<file path="src/rtl/output_fader.sv">
// Ramped-gain fader between the mixer and the PDM DACs: glides power-up, mute and unmute
// transitions by stepping the gain one LSB at a time, paced by the sample strobe.
module output_fader #(
  parameter int unsigned DATA_BITS = 12,
  parameter int unsigned GAIN_BITS = 8,
  parameter int unsigned RAMP_DIV  = 16
) (
  input  logic                 clk,
  input  logic                 rst,
  input  logic                 sample_clk,
  input  logic [DATA_BITS-1:0] din,
  input  logic                 mute,
  input  logic [GAIN_BITS:0]   target_gain,
  output logic [DATA_BITS-1:0] dout,
  output logic                 dout_valid,
  output logic                 muted
);

  localparam int unsigned CntW  = (RAMP_DIV > 1) ? $clog2(RAMP_DIV) : 1;
  localparam int unsigned ProdW = DATA_BITS + GAIN_BITS + 2;

  localparam logic [DATA_BITS-1:0] Mid     = {1'b1, {(DATA_BITS-1){1'b0}}};
  localparam logic [GAIN_BITS:0]   Unity   = {1'b1, {GAIN_BITS{1'b0}}};
  localparam logic [GAIN_BITS:0]   GainOne = {{GAIN_BITS{1'b0}}, 1'b1};
  localparam logic [CntW-1:0]      CntOne  = {{(CntW-1){1'b0}}, 1'b1};
  localparam logic [CntW-1:0]      CntLast = CntW'(RAMP_DIV - 1);

  typedef enum logic [1:0] {StMuted, StTrack, StPlay, StRampDown} state_e;

  state_e                state_q, state_d;
  logic [GAIN_BITS:0]    gain_q, gain_d;
  logic [CntW-1:0]       ramp_cnt_q, ramp_cnt_d;
  logic                  sclk_q;
  logic                  strobe;
  logic                  step_en;
  logic [GAIN_BITS:0]    tgt_c;

  logic signed [DATA_BITS:0] x_q, x_d;
  logic [GAIN_BITS:0]        g_q;
  logic signed [ProdW-1:0]   x_ext, g_ext, p_q, p_d, p_shr;
  logic                      v1_q, v2_q;
  logic [DATA_BITS-1:0]      dout_d;

  assign tgt_c   = (target_gain > Unity) ? Unity : target_gain;
  assign strobe  = sample_clk & ~sclk_q;
  assign step_en = strobe && (ramp_cnt_q == CntLast);

  // FSM: state register
  always_ff @(posedge clk) begin
    if (rst) begin
      state_q    <= StMuted;
      gain_q     <= '0;
      ramp_cnt_q <= '0;
    end else begin
      state_q    <= state_d;
      gain_q     <= gain_d;
      ramp_cnt_q <= ramp_cnt_d;
    end
  end

  // FSM: next state; the tgt_c==0 && gain==0 exit is tested before gain==tgt_c so it is reachable
  always_comb begin
    state_d = state_q;
    unique case (state_q)
      StMuted: begin
        if (!mute && tgt_c != '0) state_d = StTrack;
      end
      StTrack: begin
        if (mute)                               state_d = StRampDown;
        else if (tgt_c == '0 && gain_q == '0)   state_d = StMuted;
        else if (gain_q == tgt_c)               state_d = StPlay;
      end
      StPlay: begin
        if (mute)                 state_d = StRampDown;
        else if (tgt_c != gain_q) state_d = StTrack;
      end
      StRampDown: begin
        if (gain_q == '0) state_d = StMuted;
        else if (!mute)   state_d = StTrack;
      end
      default: state_d = StMuted;
    endcase
  end

  // Gain stepping and ramp pacing; the sample captured on this strobe still sees gain_q
  always_comb begin
    gain_d     = gain_q;
    ramp_cnt_d = ramp_cnt_q;
    if (strobe) begin
      if (step_en) begin
        ramp_cnt_d = '0;
        unique case (state_q)
          StTrack: begin
            if (gain_q < tgt_c)      gain_d = gain_q + GainOne;
            else if (gain_q > tgt_c) gain_d = gain_q - GainOne;
          end
          StRampDown: begin
            if (gain_q != '0) gain_d = gain_q - GainOne;
          end
          StMuted: gain_d = '0;
          default: gain_d = gain_q;
        endcase
      end else begin
        ramp_cnt_d = ramp_cnt_q + CntOne;
      end
    end
    if (state_d != state_q) ramp_cnt_d = '0;
  end

  // FSM: outputs
  always_comb begin
    muted = (state_q == StMuted);
  end

  assign x_d    = $signed({1'b0, din}) - $signed({1'b0, Mid});
  assign x_ext  = {{(ProdW-DATA_BITS-1){x_q[DATA_BITS]}}, x_q};
  assign g_ext  = {{(ProdW-GAIN_BITS-1){1'b0}}, g_q};
  assign p_d    = x_ext * g_ext;
  // Arithmetic shift floors toward minus infinity; |gain| <= unity keeps the sum in range
  assign p_shr  = p_q >>> GAIN_BITS;
  assign dout_d = Mid + p_shr[DATA_BITS-1:0];

  always_ff @(posedge clk) begin
    if (rst) begin
      sclk_q     <= 1'b0;
      x_q        <= '0;
      g_q        <= '0;
      p_q        <= '0;
      v1_q       <= 1'b0;
      v2_q       <= 1'b0;
      dout       <= Mid;
      dout_valid <= 1'b0;
    end else begin
      sclk_q     <= sample_clk;
      v1_q       <= strobe;
      v2_q       <= v1_q;
      dout_valid <= v2_q;
      if (strobe) begin
        x_q <= x_d;
        g_q <= gain_q;
      end
      if (v1_q) p_q <= p_d;
      if (v2_q) dout <= dout_d;
    end
  end

endmodule

</file>
<file path="config.mk">
export PLATFORM = sky130hd
export DESIGN_NAME = output_fader
export DESIGN_NICKNAME = d
export VERILOG_FILES = /design/src/rtl/output_fader.sv
export SDC_FILE = /design/constraint.sdc
export NUM_CORES = 1
export LEC_CHECK = 0
export BUFFER_PORTS_ARGS = -buffer_cell sky130_fd_sc_hd__buf_2
export CORE_UTILIZATION = 40
export DETAILED_ROUTE_END_ITERATION = 12
export PLACE_DENSITY_LB_ADDON = 0.3
export SLEW_MARGIN = 20
export SYNTH_ARGS = -nofsm -noshare
export SYNTH_HDL_FRONTEND = slang
export SYNTH_SLANG_ARGS = --single-unit
</file>
<file path="constraint.sdc">
create_clock -name clk -period 6.7 [get_ports clk]
set_input_delay 2.01 -clock clk [delete_from_list [all_inputs] [get_ports clk]]
set_output_delay 2.01 -clock clk [all_outputs]
set_load 0.03 [all_outputs]
</file>
### Word level (Yosys, flattened, before mapping)

Index checks and enable logic that the tools add are counted.

| cells by class | value |
|---|---|
| add/subtract/negate cells | 5 |
| $mul | 1 |
| divide/modulo/power cells | 0 |
| $lt $le $gt $ge | 3 |
| equality and inequality tests | 9 |
| shifts and indexed selects | 0 |
| multiplexer cells | 15 |
| bitwise operators | 2 |
| reduce and logical (&&, ||, !) cells | 12 |

Operator list:

| operator | number |
|---|---|
| $mux W9 | 4 |
| $pmux W9 S3 | 1 |
| $mul A13 B10 Y20 | 1 |
| $logic_not A9 Y1 | 2 |
| $reduce_bool A9 Y1 | 2 |
| $mux W2 | 8 |
| $sub A12 B12 Y13 const B | 1 |
| $add A12 B12 Y12 const A | 1 |
| $add A9 B1 Y9 const B | 1 |
| $eq A9 B9 Y1 | 1 |
| $gt A9 B9 Y1 | 1 |
| $gt A9 B9 Y1 const B | 1 |
| $lt A9 B9 Y1 | 1 |
| $ne A9 B9 Y1 | 1 |
| $sub A9 B1 Y9 const B | 1 |
| $pmux W2 S4 | 1 |
| $reduce_and A5 Y1 | 1 |
| $add A4 B1 Y4 const B | 1 |
| $eq A2 B2 Y1 const B | 2 |
| $eq A4 B4 Y1 const B | 1 |
| $mux W4 | 1 |
| $logic_and A1 B1 Y1 | 3 |
| $ne A3 B3 Y1 const B | 1 |
| $reduce_bool A3 Y1 | 1 |
| other kinds (8) | 8 |

| word-level totals | value |
|---|---|
| register bits after elaboration | 73 |
| latch bits | 0 |
| RAM bits | 0 |
| bits in read-only memories | 0 |
| bits of input ports | 25 |
| output and inout port bits | 14 |
| memories | 0 |

### Logic depth before layout (Yosys ltp)

| depth | value |
|---|---|
| depth in word-level cells | 9 |
| gate-level depth with buffers | 21 |
| depth with buffers taken out | 20 |

### Worst setup path after synthesis

OpenSTA, ideal clock, no wires.

| timing | value |
|---|---|
| kind | flip-flop to flip-flop |
| start point | register g_q[3] |
| end point | register p_q[19] |
| setup time | 0.117 ns |
| data arrival time | 5.067 ns |
| data required time | 6.583 ns |
| path slack | 1.516 ns |
| cell stages (with the launch flop) | 21 |
| buffers on the path | 1 |
| cells stage by stage | dfxtp_1 clkbuf_1 nand2_1 fa_1 inv_1 fa_1 inv_1 fa_1 inv_1 fa_1 inv_1 fa_1 inv_1 ha_1 or3_1 a21oi_1 o21ai_1 a311oi_1 a21oi_1 xnor2_1 a22o_1 |

| on the way | value |
|---|---|
| word-level cells in the longest chain between the ends | 1 |

Ends and longest elaborated chain:

| element | RTL line | source |
|---|---|---|
| from (decl) | 39 | `logic [GAIN_BITS:0] g_q;` |
| from (signal assigned) | 140 | `g_q <= gain_q;` |
| $mul A13 B10 Y20 | 118 | `assign p_d = x_ext * g_ext;` |
| to (signal assigned) | 142 | `if (v1_q) p_q <= p_d;` |
| to (decl) | 40 | `logic signed [ProdW-1:0] x_ext, g_ext, p_q, p_d, p_shr;` |

No other way between the ends.
A chain may end at the register's enable or synchronous reset.

### Worst setup path in the final report

Same ends and word-level chain as after synthesis.

==> results.tsv <==
metric	value	unit
p_leak	3.53	nW
grt-ovfl-total	0	
ios	39	
grt_pass1_wl	25000	um
netlist_instances	786	
area.growth.synth_to_final	8.91	%
cts_tree	built	
slowest_stage	dfxtp_1	
rsz0062_at_grt	no	
die_h	132	um
final_antenna_net_count	0	
place_ws	1070	ps
ctsHoldBuffers	0	
drive_above_1_share	0.0874	
dieArea	0.0174	mm2
drtPass1Iterations	5	
clk_latency	330	ps
synth_area	0.00675	mm2
maxCapViolCount	0	
gp_congestion	0.876	
drc	0	
io_buffers	38	
synth.top_cell.area_share	0.255	
grt_max_degree	54	
routed.top_layer	met4	
clock_path_buffers	2	
synth_area_leaders	fa_1, dfxtp_1, ha_1	
start_kind	flop	
worst_slew_pin_slew	1030	ps
wl_met2	6850	um
grtUsageTotal	0.178	
path_class	flop to flop	
critPathMaxStageDelay	560	ps
hold_viol_final	0	
crit_buf_inv	5	
viasPerCell	4.96	
syn_nets	956	
clkTransAtPathRegs	60	ps
synth_cell_type_count	57	
root_buffer	clkbuf_16	
vias	5063	
setup_violations	0	
nets	966	
cts_setup_buffers	0	
seq_area_frac_synth	0.190	
die_w	132	um
tns	0	ps
antenna_found_initial	0	
wl_met3	413	um
irDropWorstVdd	0.124	mV
synth_edf_count	0	
wl_per_cell	14.2	um
yosysTopAreaCell	fa_1	
grt_pass1_vias	5110	
crit_family	adder cells	
h-tree-depth	3	
initial_core_util	0.409	
required	6930	ps
fin_crit_sh	0.837	
drt_first_iter_violations	213	
cts_resized	0	
period_minus_slack	5610	ps
critPathCaptureType	flop	
totalWireLength	14500	um
rows	47	
report.final.slew_viol_count	0	
fin_skew	6.87	ps
place_hpwl	11400	um
ys.warnings.count	0	
power_density	130	mW/mm2
wl_met1	7150	um
cts_sinks	64	
reg2reg_slack	1090	ps
relSlewSlack	0.315	
hp-class	flop to flop	
status	finished, final reports clean	
synth.ff_latch_count	64	
crit_fanout	13	
arrival	5840	ps
num_antenna_cells	0	
fmax	178	MHz
synth_top_flop_cell	dfxtp_1	
async_flop_share	0	
coreArea	0.0165	mm2
cts_buffers	9	
syn_avg_cell_area	8.59	um2
final_util	0.445	
fin_ws	1090	ps
crit_path_cell_trace	nand2_1 -> fa_1 -> inv_1 -> fa_1 -> inv_1 -> fa_1 -> inv_1 -> fa_1 -> inv_1 -> fa_1 -> inv_1 -> ha_1 -> or3_1 -> a21oi_1 -> o21ai_1 -> a311oi_1 -> a21oi_1 -> xnor2_1 -> a22o_1	
cell type report:
| type | count | area (um2) |
|---|---|---|
| multi-input cells | 558 | 4850 |
| fillers | 1634 | 9170 |
| inverters | 124 | 465 |
| repair buffers | 39 | 198 |
| well taps | 220 | 275 |
| flip-flops and latches | 64 | 1280 |
| clock buffers | 10 | 229 |
| clock inverters | 6 | 60.1 |
cells in the final DEF (no fill, tap or decap), drive strengths merged, types with 2 or more instances in the layout:
cell type  count
xor2           9
clkinvlp       2
o21ai         13
nor2b          8
a31oi          2
a21o           4
a22o           3
nand2b         3
buf           39
xnor2         17
a2111oi        3
o211ai         4
inv          122
clkbuf        10
nor2          48
fa            86
a21oi         44
ha            59
nor3          10
or3            6
o21a           8
mux2i         18
a311oi         5
dfxtp         64
and3           2
nor4           4
nor3b          3
nand4          4
nand3          7
a211oi         4
clkinv         5
nand2        115
and2          55
o21bai         3
flip-flops by register name, summed over array words and instances, names as in the netlist:
register and cells:
v1_q 1, dout_valid 1, sclk_q 1, v2_q 1
p_q 12, dout 12, state_q 2, gain_q 9
x_q 12, ramp_cnt_q 4, g_q 9
cells by family (layout without fill, tap and decap cells):
logic type,count (synthesis),after routing,share of synthesized area
AND/OR/NAND/NOR,268,268,0.193
multiplexers,18,18,0.0267
adder cells (fa/ha/maj),145,145,0.364
flip-flops,64,64,0.190
XOR/XNOR,26,26,0.0337
buffers and inverters,164,179,0.0930
AO/OA/AOI/OAI,101,101,0.0995
final timing paths:
kind,endpoint,start,cells after the start
min reg2reg,v1_q,sclk_q,1
max reg2reg,p_q[19],g_q[3],19
min,v1_q,sclk_q,1
max,p_q[19],g_q[3],19
metal layers:
layer,GRT usage,vias up
met2,0.293,70
met1,0.248,2473
met5,0,-
met3,0.0281,11
met4,0.0355,0
li1,-,2509
synthesized netlist by cell type (2+ instances only):
library cell and instances:
o21bai_1 3, inv_1 122, a21oi_2 3, nor2b_1 8
buf_2 4, a31oi_1 2, nor4_1 2, o21a_1 7
a21oi_1 41, dfxtp_1 64, or3_1 6, a2111oi_0 3
nor3b_1 2, clkinv_1 2, clkbuf_1 33, and2_1 55
a21o_1 3, fa_1 86, nor3_1 8, nand2_1 115
nand2b_1 3, o21ai_0 5, buf_1 2, nor2_1 48
o211ai_1 4, ha_1 59, and3_1 2, mux2i_1 18
a211oi_1 4, xor2_1 9, a22o_1 3, nand4_1 4
xnor2_1 17, nand3_1 7, o21ai_1 6, a311oi_1 4
o21ai_2 2
power breakdown:
| group | internal, W | switching (W) | leakage, nW |
|---|---|---|---|
| clock | 0.000286 | 0.000174 | 0.138 |
| combinational | 0.0000343 | 0.0000543 | 2.87 |
| sequential | 0.000388 | 0.0000199 | 0.519 |
stage by stage:
step / cells / hold WS [ps] / power, W / area, um2
detailed placement: 1005 / 453 / 0.000504 / 7070
floorplan: 786 / 406 / 0.000476 / 6750
CTS: 1021 / 469 / 0.000967 / 7350
global placement: 1005 / 446 / 0.000504 / 7070
finish: 1021 / 472 / 0.000956 / 7350
global route: 1021 / 502 / 0.000992 / 7350
(Power assumes the default switching activity.)
